### src/rtl/voice_mix_scheduler_if.sv
// Handshake bundle for the mix scheduler: voice requests to the shared
// wave-generator datapath and the mixed-sample stream to the I2S stage.
interface voice_mix_scheduler_if #(
    parameter int N_VOICES = 8,
    parameter int SAMPLE_W = 24
);
    localparam int IDX_W = $clog2(N_VOICES);

    logic                voice_req;
    logic [IDX_W-1:0]    voice_idx;
    logic                voice_ack;
    logic [SAMPLE_W-1:0] voice_sample;
    logic [SAMPLE_W-1:0] out_sample;
    logic                out_valid;
    logic                out_ready;

    modport master (
        output voice_req, voice_idx, out_sample, out_valid,
        input  voice_ack, voice_sample, out_ready
    );

    modport slave (
        input  voice_req, voice_idx, out_sample, out_valid,
        output voice_ack, voice_sample, out_ready
    );
endinterface

### src/rtl/voice_mix_scheduler.sv
// Per-sample voice mixer: walks all voice slots, sums, applies master volume.
// Define MIX_SATURATE_EN to clamp both reductions instead of wrapping.
//
// state | meaning
// IDLE  | waiting for sample_tick
// RUN   | visiting voice slot idx (request or skip)
// SCALE | reduce, apply volume, register out_sample
// OUT   | presenting out_sample until out_ready
module voice_mix_scheduler #(
    parameter int N_VOICES = 8,
    parameter int SAMPLE_W = 24
) (
    input  logic                  clk,
    input  logic                  rstn,
    input  logic                  sample_tick,
    input  logic [N_VOICES-1:0]   voice_active,
    input  logic [15:0]           volume,
    voice_mix_scheduler_if.master bus,
    output logic                  busy,
    output logic [7:0]            overrun_cnt
);
    localparam int IDX_W  = $clog2(N_VOICES);
    localparam int ACC_W  = SAMPLE_W + IDX_W;
    localparam int PROD_W = SAMPLE_W + 17;
    localparam logic [SAMPLE_W-1:0] SMAX = {1'b0, {(SAMPLE_W-1){1'b1}}};
    localparam logic [SAMPLE_W-1:0] SMIN = {1'b1, {(SAMPLE_W-1){1'b0}}};

    typedef enum logic [1:0] {IDLE, RUN, SCALE, OUT} state_t;

    state_t                state_q, state_d;
    logic [IDX_W-1:0]      idx_q, idx_d;
    logic signed [ACC_W-1:0] acc_q, acc_d;
    logic [N_VOICES-1:0]   mask_q, mask_d;
    logic [15:0]           vol_q, vol_d;
    logic [SAMPLE_W-1:0]   out_q, out_d;
    logic [7:0]            ovr_q, ovr_d;

    logic signed [SAMPLE_W-1:0] reduced;
    logic signed [SAMPLE_W-1:0] scaled;
    logic signed [PROD_W-1:0]   product;
    logic                       unused_prod;

    assign bus.voice_req  = (state_q == RUN) && mask_q[idx_q];
    assign bus.voice_idx  = idx_q;
    assign bus.out_valid  = (state_q == OUT);
    assign bus.out_sample = out_q;
    assign busy           = (state_q != IDLE);
    assign overrun_cnt    = ovr_q;
    assign unused_prod    = ^{product[PROD_W-1:SAMPLE_W+15], product[14:0]};

    // Volume is zero-extended so 0x8000..0xFFFF stay positive gains.
    always_comb begin
        reduced = acc_q[SAMPLE_W-1:0];
`ifdef MIX_SATURATE_EN
        if (acc_q[ACC_W-1:SAMPLE_W-1] != {(IDX_W+1){acc_q[ACC_W-1]}})
            reduced = acc_q[ACC_W-1] ? SMIN : SMAX;
`endif
        product = $signed({{(PROD_W-SAMPLE_W){reduced[SAMPLE_W-1]}}, reduced})
                * $signed({{(PROD_W-16){1'b0}}, vol_q});
        scaled = product[SAMPLE_W+14:15];
`ifdef MIX_SATURATE_EN
        if (product[PROD_W-1:SAMPLE_W+14] != {3{product[PROD_W-1]}})
            scaled = product[PROD_W-1] ? SMIN : SMAX;
`endif
    end

    always_comb begin
        state_d = state_q;
        idx_d   = idx_q;
        acc_d   = acc_q;
        mask_d  = mask_q;
        vol_d   = vol_q;
        out_d   = out_q;
        ovr_d   = ovr_q;

        if (sample_tick && (state_q != IDLE) && (ovr_q != 8'hFF))
            ovr_d = ovr_q + 8'd1;

        case (state_q)
            IDLE: begin
                if (sample_tick) begin
                    acc_d   = '0;
                    idx_d   = '0;
                    mask_d  = voice_active;
                    vol_d   = volume;
                    state_d = RUN;
                end
            end
            RUN: begin
                if (!mask_q[idx_q] || bus.voice_ack) begin
                    if (mask_q[idx_q])
                        acc_d = acc_q + $signed({{IDX_W{bus.voice_sample[SAMPLE_W-1]}},
                                                 bus.voice_sample});
                    idx_d = idx_q + IDX_W'(1);
                    if (idx_q == IDX_W'(N_VOICES-1))
                        state_d = SCALE;
                end
            end
            SCALE: begin
                out_d   = scaled;
                state_d = OUT;
            end
            OUT: begin
                if (bus.out_ready)
                    state_d = IDLE;
            end
            default: state_d = IDLE;
        endcase
    end

    always_ff @(posedge clk or negedge rstn) begin
        if (!rstn) begin
            state_q <= IDLE;
            idx_q   <= '0;
            acc_q   <= '0;
            mask_q  <= '0;
            vol_q   <= '0;
            out_q   <= '0;
            ovr_q   <= '0;
        end else begin
            state_q <= state_d;
            idx_q   <= idx_d;
            acc_q   <= acc_d;
            mask_q  <= mask_d;
            vol_q   <= vol_d;
            out_q   <= out_d;
            ovr_q   <= ovr_d;
        end
    end
endmodule

### src/flat_wrapper.sv
// flat-port wrapper written by rule: the top's interface ports become plain ports
module voice_mix_scheduler_flat 
#(
    parameter int N_VOICES = 8,
    parameter int SAMPLE_W = 24
)
  (clk, rstn, sample_tick, voice_active, volume, busy, overrun_cnt, bus_voice_req, bus_voice_idx, bus_out_sample, bus_out_valid, bus_voice_ack, bus_voice_sample, bus_out_ready);
  voice_mix_scheduler_if #(.N_VOICES(N_VOICES), .SAMPLE_W(SAMPLE_W)) bus_i ();
  input  logic clk;
  input  logic rstn;
  input  logic sample_tick;
  input  logic [N_VOICES-1:0] voice_active;
  input  logic [15:0] volume;
  output logic busy;
  output logic [7:0] overrun_cnt;
  output wire logic [$bits(bus_i.voice_req)-1:0] bus_voice_req;
  output wire logic [$bits(bus_i.voice_idx)-1:0] bus_voice_idx;
  output wire logic [$bits(bus_i.out_sample)-1:0] bus_out_sample;
  output wire logic [$bits(bus_i.out_valid)-1:0] bus_out_valid;
  input wire logic [$bits(bus_i.voice_ack)-1:0] bus_voice_ack;
  input wire logic [$bits(bus_i.voice_sample)-1:0] bus_voice_sample;
  input wire logic [$bits(bus_i.out_ready)-1:0] bus_out_ready;
  assign bus_voice_req = bus_i.voice_req;
  assign bus_voice_idx = bus_i.voice_idx;
  assign bus_out_sample = bus_i.out_sample;
  assign bus_out_valid = bus_i.out_valid;
  assign bus_i.voice_ack = bus_voice_ack;
  assign bus_i.voice_sample = bus_voice_sample;
  assign bus_i.out_ready = bus_out_ready;
  voice_mix_scheduler #(.N_VOICES(N_VOICES), .SAMPLE_W(SAMPLE_W)) u_core (.clk(clk), .rstn(rstn), .sample_tick(sample_tick), .voice_active(voice_active), .volume(volume), .bus(bus_i), .busy(busy), .overrun_cnt(overrun_cnt));
endmodule
### config.mk
export PLATFORM = sky130hd
export DESIGN_NAME = voice_mix_scheduler_flat
export DESIGN_NICKNAME = d
export VERILOG_FILES = /design/src/rtl/voice_mix_scheduler_if.sv /design/src/rtl/voice_mix_scheduler.sv /design/src/flat_wrapper.sv
export SDC_FILE = /design/constraint.sdc
export NUM_CORES = 1
export LEC_CHECK = 0
export ABC_AREA = 1
export BUFFER_PORTS_ARGS = -buffer_cell sky130_fd_sc_hd__buf_2
export CORE_MARGIN = 10
export CORE_UTILIZATION = 45
export DETAILED_ROUTE_END_ITERATION = 10
export GPL_ROUTABILITY_DRIVEN = 0
export GPL_TIMING_DRIVEN = 0
export PLACE_DENSITY = 0.69
export SLEW_MARGIN = 20
export SYNTH_ARGS = -nofsm -noshare
export SYNTH_HDL_FRONTEND = slang
export SYNTH_SLANG_ARGS = --single-unit
### constraint.sdc
create_clock -name clk -period 7.95 [get_ports clk]
set_input_delay 1.1925 -clock clk [delete_from_list [all_inputs] [get_ports clk]]
set_output_delay 1.1925 -clock clk [all_outputs]
set_load 0.01 [all_outputs]
---- Yosys cells after proc, flatten, opt, wreduce, memory -nomap -nowiden ----
Index checks and enable logic that the tools add are counted.
cells by class
  equal/unequal tests ..................... 10
  multipliers ............................. 1
  $add $sub $neg .......................... 3
  reductions and logical operators ........ 12
  $lt $le $gt $ge ......................... 1
  multiplexer cells ....................... 14
operator list
  operator                                                                       count
  27-bit 2-to-1 mux                                                              3
  27-bit case mux with 2 select lines                                            1
  24-bit by 17-bit multiplier with 39-bit output                                 1
  27-bit by 24-bit adder with 27-bit output                                      1
  8-bit by 1-bit adder with 8-bit output (second input constant)                 1
  2-bit 2-to-1 mux                                                               4
  2-bit != test (second input constant)                                          4
  8-bit != test (second input constant)                                          1
  2-bit case mux with 4 select lines                                             1
  4-bit AND reduction                                                            2
  3-bit 2-to-1 mux                                                               2
  3-bit case mux with 2 select lines                                             1
  2-bit equality test (second input constant)                                    2
  3-bit by 4-bit less-than comparator with 1-bit output (second input constant)  1
  2-bit nonzero test                                                             2
  3-bit by 1-bit adder with 3-bit output (second input constant)                 1
  1-bit binary-select mux with 3-bit select                                      1
  3-bit equality test (second input constant)                                    1
  1-bit logical AND                                                              3
  3-bit AND reduction                                                            1
  2-bit by 1-bit equality test with 1-bit output (second input constant)         1
  2-bit zero test                                                                1
  2-bit by 1-bit != test with 1-bit output (second input constant)               1
  2-bit AND reduction                                                            1
  3 further kinds                                                                3
storage, ports and cells
  output and inout bits ................... 38
  input bits .............................. 53
  logic and storage cells ................. 48
  bits in registers ....................... 88

---- Longest topological paths before layout ----
  word-level depth ........................ 6
  depth in mapped cells ................... 31
  mapped depth without buffers ............ 29

---- Least setup slack after synthesis ----
Ideal clock, no wire load.
  path kind ............................... flip-flop to flip-flop
  from .................................... reg u_core.vol_q[4]
  to ...................................... reg u_core.out_q[23], in the netlist u_core.bus.out_sample[23]
  data required time ...................... 7.832 ns
  clock period less this slack ............ 5.508 ns
  buffers on the path ..................... 2
  path slack .............................. 2.442 ns
  cell stages (with the launch flop) ...... 23
  data arrival time ....................... 5.390 ns
  library setup time ...................... 0.118 ns
  path through ............................ dfrtp_1 > clkbuf_1 > clkbuf_1 > nand2_1 > fa_1 > fa_1 > inv_1 > fa_1 > fa_1 > fa_1 > inv_1 > fa_1 > inv_1 > ha_1 > nand2_1 > nor2_1 > nand2_1 > nor2_1 > nand3_1 > nand3_1 > nand3_1 > nand3_1 > nand2_1
on the way
  longest elaborated chain between the ends .. 1
RTL lines
  item                                            RTL line                    source
  start: declaration                              voice_mix_scheduler.sv:34   logic [15:0] vol_q, vol_d;
  start signal: assignment                        voice_mix_scheduler.sv:125  vol_q <= vol_d;
  24-bit by 17-bit multiplier with 39-bit output  voice_mix_scheduler.sv:59   * $signed({{(PROD_W-16){1'b0}}, vol_q});
  end signal: assignment                          voice_mix_scheduler.sv:126  out_q <= out_d;
  end: declaration                                voice_mix_scheduler.sv:35   logic [SAMPLE_W-1:0] out_q, out_d;
Every way passes these cells.
A chain may end at the register's enable or synchronous reset.

---- Worst setup path after layout ----
  from .................................... reg u_core.vol_q[4]
  to ...................................... reg u_core.out_q[22], in the netlist u_core.bus.out_sample[22]
Same word-level chain as after synthesis.

==> metrics <==
Tot GR Track Use=0.228; share of synthesized registers carrying an async set or reset=1.00; Cells after DPL=3,206; top-area cell type share of the netlist area=0.376; antenna-violating nets left=0; post-route insts no fill=3,222; antenna cells=0; Post-CTS Repair Setup Buffers=0; Setup crit end kind=flop; clk_lat worst skew=0.38 ns; Setup TNS=0 ns; Syn. warnings=0; CTS buffer count=9; critical path class=reg2reg; global-route wire length before repair=91.3 mm; antenna violations before repair=0; layout cells sized above 1=0.0660; Worst slew margin=0.380; wire length per cell=17.5 um; maximum buffer depth of the clock tree=2; TritonCTS sink count=85; most frequent cells in the layout=nand2_1 (746), inv_1 (691), fa_1 (364); minimum clock period=7.28 ns; CP startpoint kind=flop; final hold violation count=0; max-slew violation count=0; TritonCTS clock tree=done; Hold Crit Class=reg2reg; final WL=56.4 mm; M3 GR Usage=0.0438; area growth from synthesis to layout=7.53%; I/O pins=91; FMAX=0.137 GHz; post-synthesis register bit count=85; global route overflow=0; dpl hpwl=47.4 mm; Worst Tran Pin Value=0.930 ns; Initial Utilization=0.459; CTS H-tree depth=3; Post-synth EDFFs=0; post_cts resized=0; dominant cell type by area after synthesis=fa_1; mean post-synth cell area=7.52 sq um; status=finished, final reports clean; DRC viols=0; RSZ-0062 raised after global routing=no; row count=75; cells after synthesis=2,576; die height=227 um; vias in the first global route=17,467; filler cell count=4,166; first-iteration detailed-routing DRC count=1,622; most common cell after layout, fill and taps aside=nand2_1; Via-to-Cell Ratio=5.18; Seq/Total Area, Yosys=0.110; routed vias=16,698; final setup vio count=0; period utilization=0.916; post-synth net total=3,117; CP max FO=10; WP data arrival=7.54 ns; Initial DRT Pass Iterations=5; WP data required=8.21 ns; Die Width=227 um; NumNets Final=3,219; global route hottest layer=met2; total core area=42,200 sq um; I/O Buffers=90; max_cap viols=0; Synth Cell Area=19,400 sq um; largest net degree at the start of global routing=72; Yosys cell types=44; GRT met1 Usage=0.270; clock-pin slew on the worst setup and hold paths=0.08 ns; GR Util met2=0.384; hold_buf cts=0; Clock Skew=0.0147 ns; Worst Hold Slack=0.478 ns; dominant cells by area after synthesis=fa_1 (38%), nand2_1 (14%), inv_1 (13%); Die ar.=51,700 sq um; root buf cell=clkbuf_16; top_reg_cell synth=dfrtp_1
[kinds of logic after synthesis]
group,share of synthesized area
AO/OA/AOI/OAI,0.0434
AND/OR/NAND/NOR,0.209
buffers and inverters,0.157
adder cells (fa/ha/maj),0.456
XOR/XNOR,0.0104
multiplexers,0.0140
flip-flops,0.110
[layer usage]
metal / routed length [um] / vias to the layer above / part of all wire
met5: 0 / - / 0
met4: 3320 / 0 / 0.059
met3: 5210 / 176 / 0.092
met2: 26700 / 761 / 0.47
met1: 21100 / 8128 / 0.37
li1: - / 7633 / -
[layout make-up]
cell class,instances,area [sq um],share of cell area
Multi-Input combinational cell,1693,14200,0.682
Clock buffer,9,225,0.0108
Timing Repair Buffer,91,484,0.0232
Clock inverter,7,75.1,0.00360
Tap cell,539,674,0.0324
Inverter,695,2610,0.125
Buffer,103,432,0.0207
Sequential cell,85,2130,0.102
[worst max-delay path: stages, from the launching register on]
cell      delay [ns]
dfrtp_1         0.33
clkbuf_1        0.39
clkbuf_1        0.68
nand2_1         0.17
fa_1            0.68
fa_1            0.69
inv_1           0.20
fa_1            0.48
fa_1            0.55
fa_1            0.55
inv_1           0.05
fa_1            0.47
inv_1           0.04
ha_1            0.41
nand2_1         0.15
nor2_1          0.16
nand2_1         0.13
nor2_1          0.26
nand4_1         0.36
nand3_1         0.21
nand2_1         0.06
nand3_1         0.07
nand2_1         0.06
[state kept, by name, summed over array words and instances (netlist names)]
signal                 flops
u_core.vol_q              16
u_core.overrun_cnt         8
u_core.acc_q              24
u_core.mask_q              8
u_core.bus.voice_idx       3
u_core.state_q             2
u_core.bus.out_sample     24
[through the flow]
step	utilization	area [sq um]	worst slack, ns
after floorplan	-	19400	2.44
after global placement	0.485	20500	0.999
after detailed placement	0.486	20500	0.960
after CTS	0.493	20800	0.916
after global routing	0.493	20800	0.494
final	0.493	20800	0.666
[cell usage after synthesis (3+ instances only)]
master and n:
nand2_1 746, inv_1 691, fa_1 364, nor2_1 137, ha_1 124, dfrtp_1 85
clkbuf_1 84, nand3_1 72, a21oi_1 57, o21ai_0 48, mux2_2 24, xnor2_1 16
buf_2 15, nor3_1 14, nand4_1 13, nand3b_1 11, o21ai_2 8, o21bai_1 8
a21o_1 7, nand2_2 7, xor2_1 7, a31oi_1 4, a21boi_0 3, nor4_1 3
o21ai_1 3
[worst paths after layout]
path / from / depth (start not counted) / to / slack (ns)
hold reg to reg: u_core.bus.out_sample[12] / 2 / u_core.bus.out_sample[12] / 0.48
max in group asynchronous: rstn / 2 / u_core.bus.out_sample[13] / 6.66
setup / recovery: u_core.vol_q[4] / 22 / u_core.bus.out_sample[22] / 0.67
setup reg to reg: u_core.vol_q[4] / 22 / u_core.bus.out_sample[22] / 0.67
hold / removal: u_core.bus.out_sample[12] / 2 / u_core.bus.out_sample[12] / 0.48
min in group asynchronous: rstn / 1 / u_core.overrun_cnt[6] / 0.64
Power is left out: the tool's default activity adds up to more than one toggle a clock period on the data nets, which glitch-free logic cannot reach.
